--- config.mk ---
export PLATFORM = sky130hd
export DESIGN_NAME = ula_multiciclo
export DESIGN_NICKNAME = d
export VERILOG_FILES = /design/src/rtl/ula_pkg.sv /design/src/rtl/multdiv_iterativo.sv /design/src/rtl/ula_multiciclo.sv
export SDC_FILE = /design/constraint.sdc
export NUM_CORES = 1
export LEC_CHECK = 0
export CORE_MARGIN = 2
export CORE_UTILIZATION = 25
export DETAILED_ROUTE_END_ITERATION = 12
export PLACE_DENSITY_LB_ADDON = 0.08
export SYNTH_ARGS = -nofsm -noshare
export SYNTH_HDL_FRONTEND = slang
export SYNTH_SLANG_ARGS = --single-unit
--- constraint.sdc ---
create_clock -name clock -period 9.76 [get_ports clock]
set_input_delay 1.952 -clock clock [delete_from_list [all_inputs] [get_ports clock]]
set_output_delay 1.952 -clock clock [all_outputs]
set_load 0.05 [all_outputs]
--- src/rtl/ula_pkg.sv ---
// Shared constants for the datapath ALU: the 4-bit control codes produced by
// the ALU control unit and the state encoding of the iterative MULT/DIV unit.
package ula_pkg;

    // ALU control codes
    localparam logic [3:0] ULA_AND  = 4'b0000;
    localparam logic [3:0] ULA_OR   = 4'b0001;
    localparam logic [3:0] ULA_ADD  = 4'b0010;
    localparam logic [3:0] ULA_XOR  = 4'b0011;
    localparam logic [3:0] ULA_SUB  = 4'b0110;
    localparam logic [3:0] ULA_SLT  = 4'b0111;
    localparam logic [3:0] ULA_MULT = 4'b1000;
    localparam logic [3:0] ULA_DIV  = 4'b1001;
    localparam logic [3:0] ULA_NOR  = 4'b1100;
    localparam logic [3:0] ULA_SRL  = 4'b1101;
    localparam logic [3:0] ULA_SLL  = 4'b1111;

    // Iterative MULT/DIV state encoding
    localparam logic [1:0] OCIOSO  = 2'd0;
    localparam logic [1:0] CALCULA = 2'd1;
    localparam logic [1:0] AJUSTE  = 2'd2;

endpackage

--- src/rtl/multdiv_iterativo.sv ---
// Iterative signed MULT/DIV unit, one bit per cycle. Works on operand
// magnitudes in CALCULA and applies the sign correction in AJUSTE, where
// HI/LO are written and pronto is raised for one cycle.
module multdiv_iterativo
    import ula_pkg::*;
#(
    parameter int LARGURA = 32
) (
    input  logic               clock,
    input  logic               reset,
    input  logic [3:0]         controle_alu,
    input  logic [LARGURA-1:0] a,
    input  logic [LARGURA-1:0] b,
    input  logic               inicio,
    output logic [LARGURA-1:0] hi,
    output logic [LARGURA-1:0] lo,
    output logic               ocupado,
    output logic               pronto
);

    localparam int CONT_W = $clog2(LARGURA) + 1;
    localparam logic [CONT_W-1:0]    CONT_ULTIMO = CONT_W'(LARGURA - 1);
    localparam logic [CONT_W-1:0]    CONT_UM     = {{(CONT_W-1){1'b0}}, 1'b1};
    localparam logic [LARGURA-1:0]   ZERO        = {LARGURA{1'b0}};
    localparam logic [LARGURA-1:0]   UM          = {{(LARGURA-1){1'b0}}, 1'b1};
    localparam logic [LARGURA-1:0]   UNS         = {LARGURA{1'b1}};
    localparam logic [2*LARGURA-1:0] UM_DUPLO    = {{(2*LARGURA-1){1'b0}}, 1'b1};

    logic [1:0]           estado_r;
    logic [CONT_W-1:0]    cont_r;
    logic                 op_div_r;
    logic                 neg_res_r;   // sign of product / quotient
    logic                 neg_rem_r;   // sign of remainder (dividend sign)
    logic                 div_zero_r;
    logic [LARGURA-1:0]   a_orig_r;    // dividend kept for divide-by-zero HI
    logic [LARGURA-1:0]   mag_b_r;
    logic [LARGURA-1:0]   acc_r;       // MULT upper half / DIV partial remainder
    logic [LARGURA-1:0]   mq_r;        // MULT multiplier->lower half / DIV dividend->quotient
    logic [LARGURA-1:0]   hi_r;
    logic [LARGURA-1:0]   lo_r;
    logic                 pronto_r;

    logic                 inicia_s;
    logic [LARGURA-1:0]   mag_a_s;
    logic [LARGURA-1:0]   mag_b_s;
    logic [LARGURA:0]     soma_s;
    logic [LARGURA:0]     rem_desl_s;
    logic [LARGURA:0]     dif_s;
    logic [LARGURA-1:0]   acc_prox_s;
    logic [LARGURA-1:0]   mq_prox_s;
    logic [2*LARGURA-1:0] prod_s;
    logic [LARGURA-1:0]   quoc_s;
    logic [LARGURA-1:0]   resto_s;
    logic [LARGURA-1:0]   hi_fim_s;
    logic [LARGURA-1:0]   lo_fim_s;

    // Start qualification and operand magnitudes captured at the start edge
    always_comb begin
        inicia_s = (estado_r == OCIOSO) && inicio &&
                   ((controle_alu == ULA_MULT) || (controle_alu == ULA_DIV));
        mag_a_s  = a[LARGURA-1] ? (~a + UM) : a;
        mag_b_s  = b[LARGURA-1] ? (~b + UM) : b;
    end

    // One iteration: shift-add for MULT, restoring shift-subtract for DIV
    always_comb begin
        soma_s     = {1'b0, acc_r} + {1'b0, (mq_r[0] ? mag_b_r : ZERO)};
        rem_desl_s = {acc_r, mq_r[LARGURA-1]};
        dif_s      = rem_desl_s - {1'b0, mag_b_r};
        if (op_div_r) begin
            if (!dif_s[LARGURA]) begin
                acc_prox_s = dif_s[LARGURA-1:0];
                mq_prox_s  = {mq_r[LARGURA-2:0], 1'b1};
            end else begin
                acc_prox_s = rem_desl_s[LARGURA-1:0];
                mq_prox_s  = {mq_r[LARGURA-2:0], 1'b0};
            end
        end else begin
            acc_prox_s = soma_s[LARGURA:1];
            mq_prox_s  = {soma_s[0], mq_r[LARGURA-1:1]};
        end
    end

    // Sign correction and HI/LO selection applied in AJUSTE
    always_comb begin
        prod_s  = neg_res_r ? (~{acc_r, mq_r} + UM_DUPLO) : {acc_r, mq_r};
        quoc_s  = neg_res_r ? (~mq_r + UM) : mq_r;
        resto_s = neg_rem_r ? (~acc_r + UM) : acc_r;
        if (op_div_r) begin
            if (div_zero_r) begin
                hi_fim_s = a_orig_r;
                lo_fim_s = UNS;
            end else begin
                hi_fim_s = resto_s;
                lo_fim_s = quoc_s;
            end
        end else begin
            hi_fim_s = prod_s[2*LARGURA-1:LARGURA];
            lo_fim_s = prod_s[LARGURA-1:0];
        end
    end

    // FSM, iteration counter, working registers and HI/LO
    always_ff @(posedge clock) begin
        if (reset) begin
            estado_r   <= OCIOSO;
            cont_r     <= {CONT_W{1'b0}};
            op_div_r   <= 1'b0;
            neg_res_r  <= 1'b0;
            neg_rem_r  <= 1'b0;
            div_zero_r <= 1'b0;
            a_orig_r   <= ZERO;
            mag_b_r    <= ZERO;
            acc_r      <= ZERO;
            mq_r       <= ZERO;
            hi_r       <= ZERO;
            lo_r       <= ZERO;
            pronto_r   <= 1'b0;
        end else begin
            pronto_r <= 1'b0;
            case (estado_r)
                OCIOSO: begin
                    if (inicia_s) begin
                        op_div_r   <= (controle_alu == ULA_DIV);
                        neg_res_r  <= a[LARGURA-1] ^ b[LARGURA-1];
                        neg_rem_r  <= a[LARGURA-1];
                        div_zero_r <= (b == ZERO);
                        a_orig_r   <= a;
                        mag_b_r    <= mag_b_s;
                        acc_r      <= ZERO;
                        mq_r       <= mag_a_s;
                        cont_r     <= {CONT_W{1'b0}};
                        estado_r   <= CALCULA;
                    end
                end
                CALCULA: begin
                    acc_r <= acc_prox_s;
                    mq_r  <= mq_prox_s;
                    if (cont_r == CONT_ULTIMO) begin
                        cont_r   <= {CONT_W{1'b0}};
                        estado_r <= AJUSTE;
                    end else begin
                        cont_r <= cont_r + CONT_UM;
                    end
                end
                AJUSTE: begin
                    hi_r     <= hi_fim_s;
                    lo_r     <= lo_fim_s;
                    pronto_r <= 1'b1;
                    estado_r <= OCIOSO;
                end
                default: begin
                    estado_r <= OCIOSO;
                    cont_r   <= {CONT_W{1'b0}};
                end
            endcase
        end
    end

    assign hi      = hi_r;
    assign lo      = lo_r;
    assign pronto  = pronto_r;
    assign ocupado = (estado_r != OCIOSO);

endmodule

--- src/rtl/ula_multiciclo.sv ---
// Datapath ALU: combinational single-cycle operations plus an iterative
// signed MULT/DIV unit that writes HI/LO with a busy/done handshake.
module ula_multiciclo
    import ula_pkg::*;
#(
    parameter int LARGURA = 32
) (
    input  logic               clock,
    input  logic               reset,
    input  logic [3:0]         controle_alu,
    input  logic [LARGURA-1:0] a,
    input  logic [LARGURA-1:0] b,
    input  logic [4:0]         shamt,
    input  logic               inicio,
    output logic [LARGURA-1:0] resultado,
    output logic               zero,
    output logic               overflow,
    output logic [LARGURA-1:0] hi,
    output logic [LARGURA-1:0] lo,
    output logic               ocupado,
    output logic               pronto
);

    localparam int MSB = LARGURA - 1;
    localparam logic [LARGURA-1:0] ZERO = {LARGURA{1'b0}};
    localparam logic [LARGURA-1:0] UM   = {{(LARGURA-1){1'b0}}, 1'b1};

    logic [LARGURA-1:0] soma_s;
    logic [LARGURA-1:0] dif_s;
    logic [LARGURA-1:0] resultado_s;
    logic               overflow_s;

    // Single-cycle operations; MULT, DIV and unknown codes give 0
    always_comb begin
        soma_s      = a + b;
        dif_s       = a - b;
        resultado_s = ZERO;
        overflow_s  = 1'b0;
        case (controle_alu)
            ULA_ADD: begin
                resultado_s = soma_s;
                overflow_s  = (a[MSB] == b[MSB]) && (soma_s[MSB] != a[MSB]);
            end
            ULA_SUB: begin
                resultado_s = dif_s;
                overflow_s  = (a[MSB] != b[MSB]) && (dif_s[MSB] != a[MSB]);
            end
            ULA_AND: resultado_s = a & b;
            ULA_OR:  resultado_s = a | b;
            ULA_XOR: resultado_s = a ^ b;
            ULA_NOR: resultado_s = ~(a | b);
            ULA_SLT: resultado_s = ($signed(a) < $signed(b)) ? UM : ZERO;
            ULA_SLL: resultado_s = b << shamt;
            ULA_SRL: resultado_s = b >> shamt;
            default: begin
                resultado_s = ZERO;
                overflow_s  = 1'b0;
            end
        endcase
    end

    assign resultado = resultado_s;
    assign overflow  = overflow_s;
    assign zero      = (resultado_s == ZERO);

    multdiv_iterativo #(
        .LARGURA (LARGURA)
    ) u_multdiv (
        .clock        (clock),
        .reset        (reset),
        .controle_alu (controle_alu),
        .a            (a),
        .b            (b),
        .inicio       (inicio),
        .hi           (hi),
        .lo           (lo),
        .ocupado      (ocupado),
        .pronto       (pronto)
    );

endmodule

==> metrics.json <==
{
  "die": {
    "design.portCount": 176,
    "die_h_um": 319,
    "row_count": 115,
    "die_width_um": 319,
    "core_region_area_um2": 98400,
    "design.die.area_um2": 102000,
    "initial_utilization_pct": 25.2
  },
  "timing": {
    "rsz0062_at_grt": "false",
    "max_slew_violation_total_from_the_final_report": 0,
    "setup_violations": 0,
    "worst_pin_slew_ps": 1250,
    "maxClockFrequency_ghz": 0.104,
    "layout_worst_path_cycle_share_pct": 98.7,
    "hold_ws_ps": 453,
    "hold_violations": 0,
    "fin_setup_tns_ps": 0,
    "timing.clock.skew_ps": 12.0,
    "final_period_minus_worst_setup_slack_ps": 9630,
    "timing.max_slew.rel_slack_pct": 15.1
  },
  "yosys": {
    "number_of_distinct_library_cells_after_synthesis": 88,
    "netlist_top_cells_area": "sky130_fd_sc_hd__dfxtp_1 (16%), sky130_fd_sc_hd__ha_1 (8.3%), sky130_fd_sc_hd__xnor2_1 (5.4%)",
    "postSynthRegisterBits": 204,
    "synthesis.instances": 3393,
    "number_of_enable_flip_flop_cells_after_synthesis": 0,
    "postSynthAreaPerCell_um2": 7.32,
    "synth_common_cells": "sky130_fd_sc_hd__nor2_1 (344), sky130_fd_sc_hd__nand2_1 (328), sky130_fd_sc_hd__a21oi_1 (243), sky130_fd_sc_hd__clkbuf_1 (230), sky130_fd_sc_hd__o21ai_0 (209)",
    "synth_largest_area_cell": "sky130_fd_sc_hd__dfxtp_1",
    "synth.top_cell.area_share_pct": 16.5,
    "synth_flop_cell": "sky130_fd_sc_hd__dfxtp_1",
    "yosysSeqAreaShare_pct": 16.5,
    "synthesis.nets": 3638,
    "synth_area_um2": 24800,
    "synthesis_warning_total": 0,
    "synthArstFlopShare_pct": 0,
    "yosys.cell_count.top_type": "sky130_fd_sc_hd__nor2_1"
  },
  "clock_tree": {
    "clock_insertion_delay_worst_skew_ps": 550,
    "cts.root.buffer_cell": "sky130_fd_sc_hd__clkbuf_16",
    "cts_hold_buffers": 0,
    "cts-buffers-inserted": 25,
    "numClockSinks": 204,
    "tritoncts": "yes",
    "worst_setup_hold_path_clk_slew_ps": 60,
    "cts_max_path_buffers": 3,
    "cts_htree_levels": 1
  },
  "worst_setup_path": {
    "crit_buf_inv": 4,
    "crit_path_end_kind": "output pin",
    "critical_path_class": "in2out",
    "r2r_slack_ps": 4870,
    "slowest_delay_ps": 740,
    "reg2reg_to": "u_multdiv.acc_r[29]",
    "critical_path_required_ps": 7810,
    "nature_of_the_critical_path_startpoint": "input pin",
    "timing.rr.start": "u_multdiv.mq_r[31]",
    "setup.worst_path.start": "b[3]",
    "top_cell_by_count_worst_path": "sky130_fd_sc_hd__or4_1",
    "worst_path_top_cell_family_by_delay": "simple AND/OR/NAND/NOR gates",
    "critical-path-slowest-cell": "sky130_fd_sc_hd__o21ai_0",
    "worstPathCellList": "clkdlybuf4s50_1 > inv_1 > ha_1 > o21ai_0 > o21a_1 > o21ai_0 > o221a_2 > o2111ai_1 > or4_1 > or4_1 > or4_1 > or4_1 > nor4_2 > buf_4 > buf_12",
    "critPathMaxFanout": 9,
    "cp_data_arrival_time_ps": 7680,
    "logic_depth_of_the_worst_register_to_register_path": 15
  },
  "hold_path": {
    "hold_path_class": "reg2reg",
    "hold_end": "u_multdiv.hi[2]",
    "worst_hold_startpoint": "u_multdiv.hi[2]",
    "whs_path_depth": 2
  },
  "power_and_ir_drop": {
    "clockPowerShare_pct": 30.7,
    "leakage_uw": 0.0109,
    "power_switching_share_pct": 40.3,
    "power.density_cell_area_nw_per_um2": 106,
    "ir_drop_mv": 0.107,
    "pwr-share-comb_pct": 41.3,
    "p_int_uw": 1860,
    "p_sw_uw": 1260,
    "power_frac_seq_pct": 28.1
  },
  "routing": {
    "total_wirelength_um": 137000,
    "routed-via-count": 27400,
    "vias_per_cell": 5.69,
    "first_pass_iters": 8,
    "drt.antenna.violating_nets": 0,
    "detail_route.drc_violations": 0,
    "final_routed_wire_length_divided_by_cell_count_um": 28.4,
    "drt_first_iter_violations": 2466
  },
  "run_status": {
    "run_status": "completed"
  },
  "global_routing": {
    "grt.total_usage_pct": 25.7,
    "pin_count_of_the_biggest_net_entering_global_routing": 78,
    "overflow": 0,
    "grt_pass1_wl_um": 195000,
    "grt_antenna_before_repair": 10,
    "first_global_vias": 26200
  },
  "finish": {
    "fill_cells": 10900,
    "areaGrowthSynthToFinish_pct": 18.8,
    "drive_above_1_share_pct": 10.6,
    "layout.nets": 3755,
    "post-route-util_pct": 30.0,
    "finalNonFillerCells": 4817,
    "area_taken_by_multi_input_logic_gates_um2": 19100,
    "ff_latch_area_um2": 4090
  },
  "placement": {
    "post_place_cells": 4770,
    "place.detailed.hpwl_um": 109000,
    "gp_congestion": 0.991,
    "buffer_ports.inserted": 175
  },
  "run": {
    "cap_viol_max_count": 0
  }
}
-- metrics by stage --
| stage | total power [uW] | cell area, um^2 | worst slack (ps) |
|---|---|---|---|
| finish | 3120 | 29500 | 128 |
| detailed placement | 2160 | 28700 | -7.56 |
| floorplan | 1640 | 24800 | 502 |
| global route | 3250 | 29500 | 75.8 |
| global placement | 2170 | 28700 | -31.1 |
| CTS | 3140 | 29500 | 192 |
-- cell type report --
type | instances | area share, %
multi-input cells | 2757 | 64.8
flip-flops and latches | 204 | 13.9
repair buffers | 372 | 11.1
well taps | 1287 | 5.46
clock buffers | 34 | 2.41
inverters | 150 | 1.91
clock inverters | 9 | 0.348
diodes | 4 | 0.0339
-- logic make-up after synthesis --
kind of cell             count (synthesis)  share of synthesized area [%]
AO/OA/AOI/OAI                         1111                           30.1
multiplexers                           203                           10.6
flip-flops                             204                           16.5
adder cells (fa/ha/maj)                169                           8.64
buffers and inverters                  432                           6.87
AND/OR/NAND/NOR                       1081                           20.5
XOR/XNOR                               193                           6.81
-- cells in the final DEF, fill, tap and decap left out, types with 23 or more instances in the layout --
| cell type | n |
|---|---|
| sky130_fd_sc_hd__nor2_1 | 344 |
| sky130_fd_sc_hd__nand2_1 | 328 |
| sky130_fd_sc_hd__a21oi_1 | 242 |
| sky130_fd_sc_hd__o21ai_0 | 209 |
| sky130_fd_sc_hd__dfxtp_1 | 201 |
| sky130_fd_sc_hd__buf_4 | 194 |
| sky130_fd_sc_hd__clkdlybuf4s50_1 | 170 |
| sky130_fd_sc_hd__ha_1 | 165 |
| sky130_fd_sc_hd__xnor2_1 | 151 |
| sky130_fd_sc_hd__inv_1 | 143 |
| sky130_fd_sc_hd__a211oi_1 | 133 |
| sky130_fd_sc_hd__mux2i_1 | 128 |
| sky130_fd_sc_hd__nor3_1 | 65 |
| sky130_fd_sc_hd__nand3_1 | 49 |
| sky130_fd_sc_hd__or3_1 | 48 |
| sky130_fd_sc_hd__o31ai_1 | 47 |
| sky130_fd_sc_hd__a22oi_1 | 47 |
| sky130_fd_sc_hd__a21o_1 | 46 |
| sky130_fd_sc_hd__o211ai_1 | 43 |
| sky130_fd_sc_hd__xor2_1 | 41 |
| sky130_fd_sc_hd__mux4_2 | 40 |
| sky130_fd_sc_hd__nor2b_1 | 38 |
| sky130_fd_sc_hd__nand2b_1 | 37 |
| sky130_fd_sc_hd__o22ai_1 | 37 |
| sky130_fd_sc_hd__mux2_2 | 32 |
| sky130_fd_sc_hd__o221ai_1 | 31 |
| sky130_fd_sc_hd__a31oi_1 | 29 |
| sky130_fd_sc_hd__o21a_1 | 25 |
| sky130_fd_sc_hd__clkbuf_16 | 25 |
| sky130_fd_sc_hd__a221oi_1 | 24 |
| sky130_fd_sc_hd__or4_1 | 23 |
-- power groups by stage --
stage | registers [uW] | clock network (uW) | logic, uW
floorplan | 877 | 0 | 766
global placement | 893 | 0 | 1280
detailed placement | 893 | 0 | 1260
CTS | 874 | 991 | 1270
global route | 877 | 1010 | 1360
finish | 875 | 956 | 1290
-- tightest hold or removal path, stage by stage, from the launching register on --
cell and delay (ps):
sky130_fd_sc_hd__dfxtp_1 310, sky130_fd_sc_hd__nand2_1 50, sky130_fd_sc_hd__a21oi_1 50
-- per-layer routing --
metal | up-vias | global-route usage, % | share of wire [%]
met5 | - | 0 | 0.039
met4 | 8 | 11.2 | 5.1
met1 | 13400 | 34.9 | 45
li1 | 12800 | - | -
met3 | 214 | 2.15 | 5.1
met2 | 989 | 41.7 | 45
-- timing repair --
action                     4_1_cts  5_1_grt
gates resized for setup          1        0
buffers inserted                 0        0
setup endpoints to repair        1        0
-- flip-flops by register name, indices dropped and copies added, names as in the netlist --
register              cells
u_multdiv.a_orig_r       32
u_multdiv.acc_r          32
u_multdiv.hi             32
u_multdiv.lo             32
u_multdiv.mag_b_r        32
u_multdiv.mq_r           32
u_multdiv.cont_r          6
u_multdiv.estado_r        2
u_multdiv.div_zero_r      1
u_multdiv.neg_res_r       1
u_multdiv.op_div_r        1
u_multdiv.pronto          1
-- worst max-delay path by stage --
stage / to / slack [ps] / cells after the start
3_5_place_dp: zero / -8 / 17
4_1_cts: zero / 190 / 17
2_1_floorplan: zero / 500 / 15
6_report: zero / 130 / 15
3_3_place_gp: zero / -30 / 17
5_1_grt: zero / 80 / 16
Power figures use the tool's default switching activity.
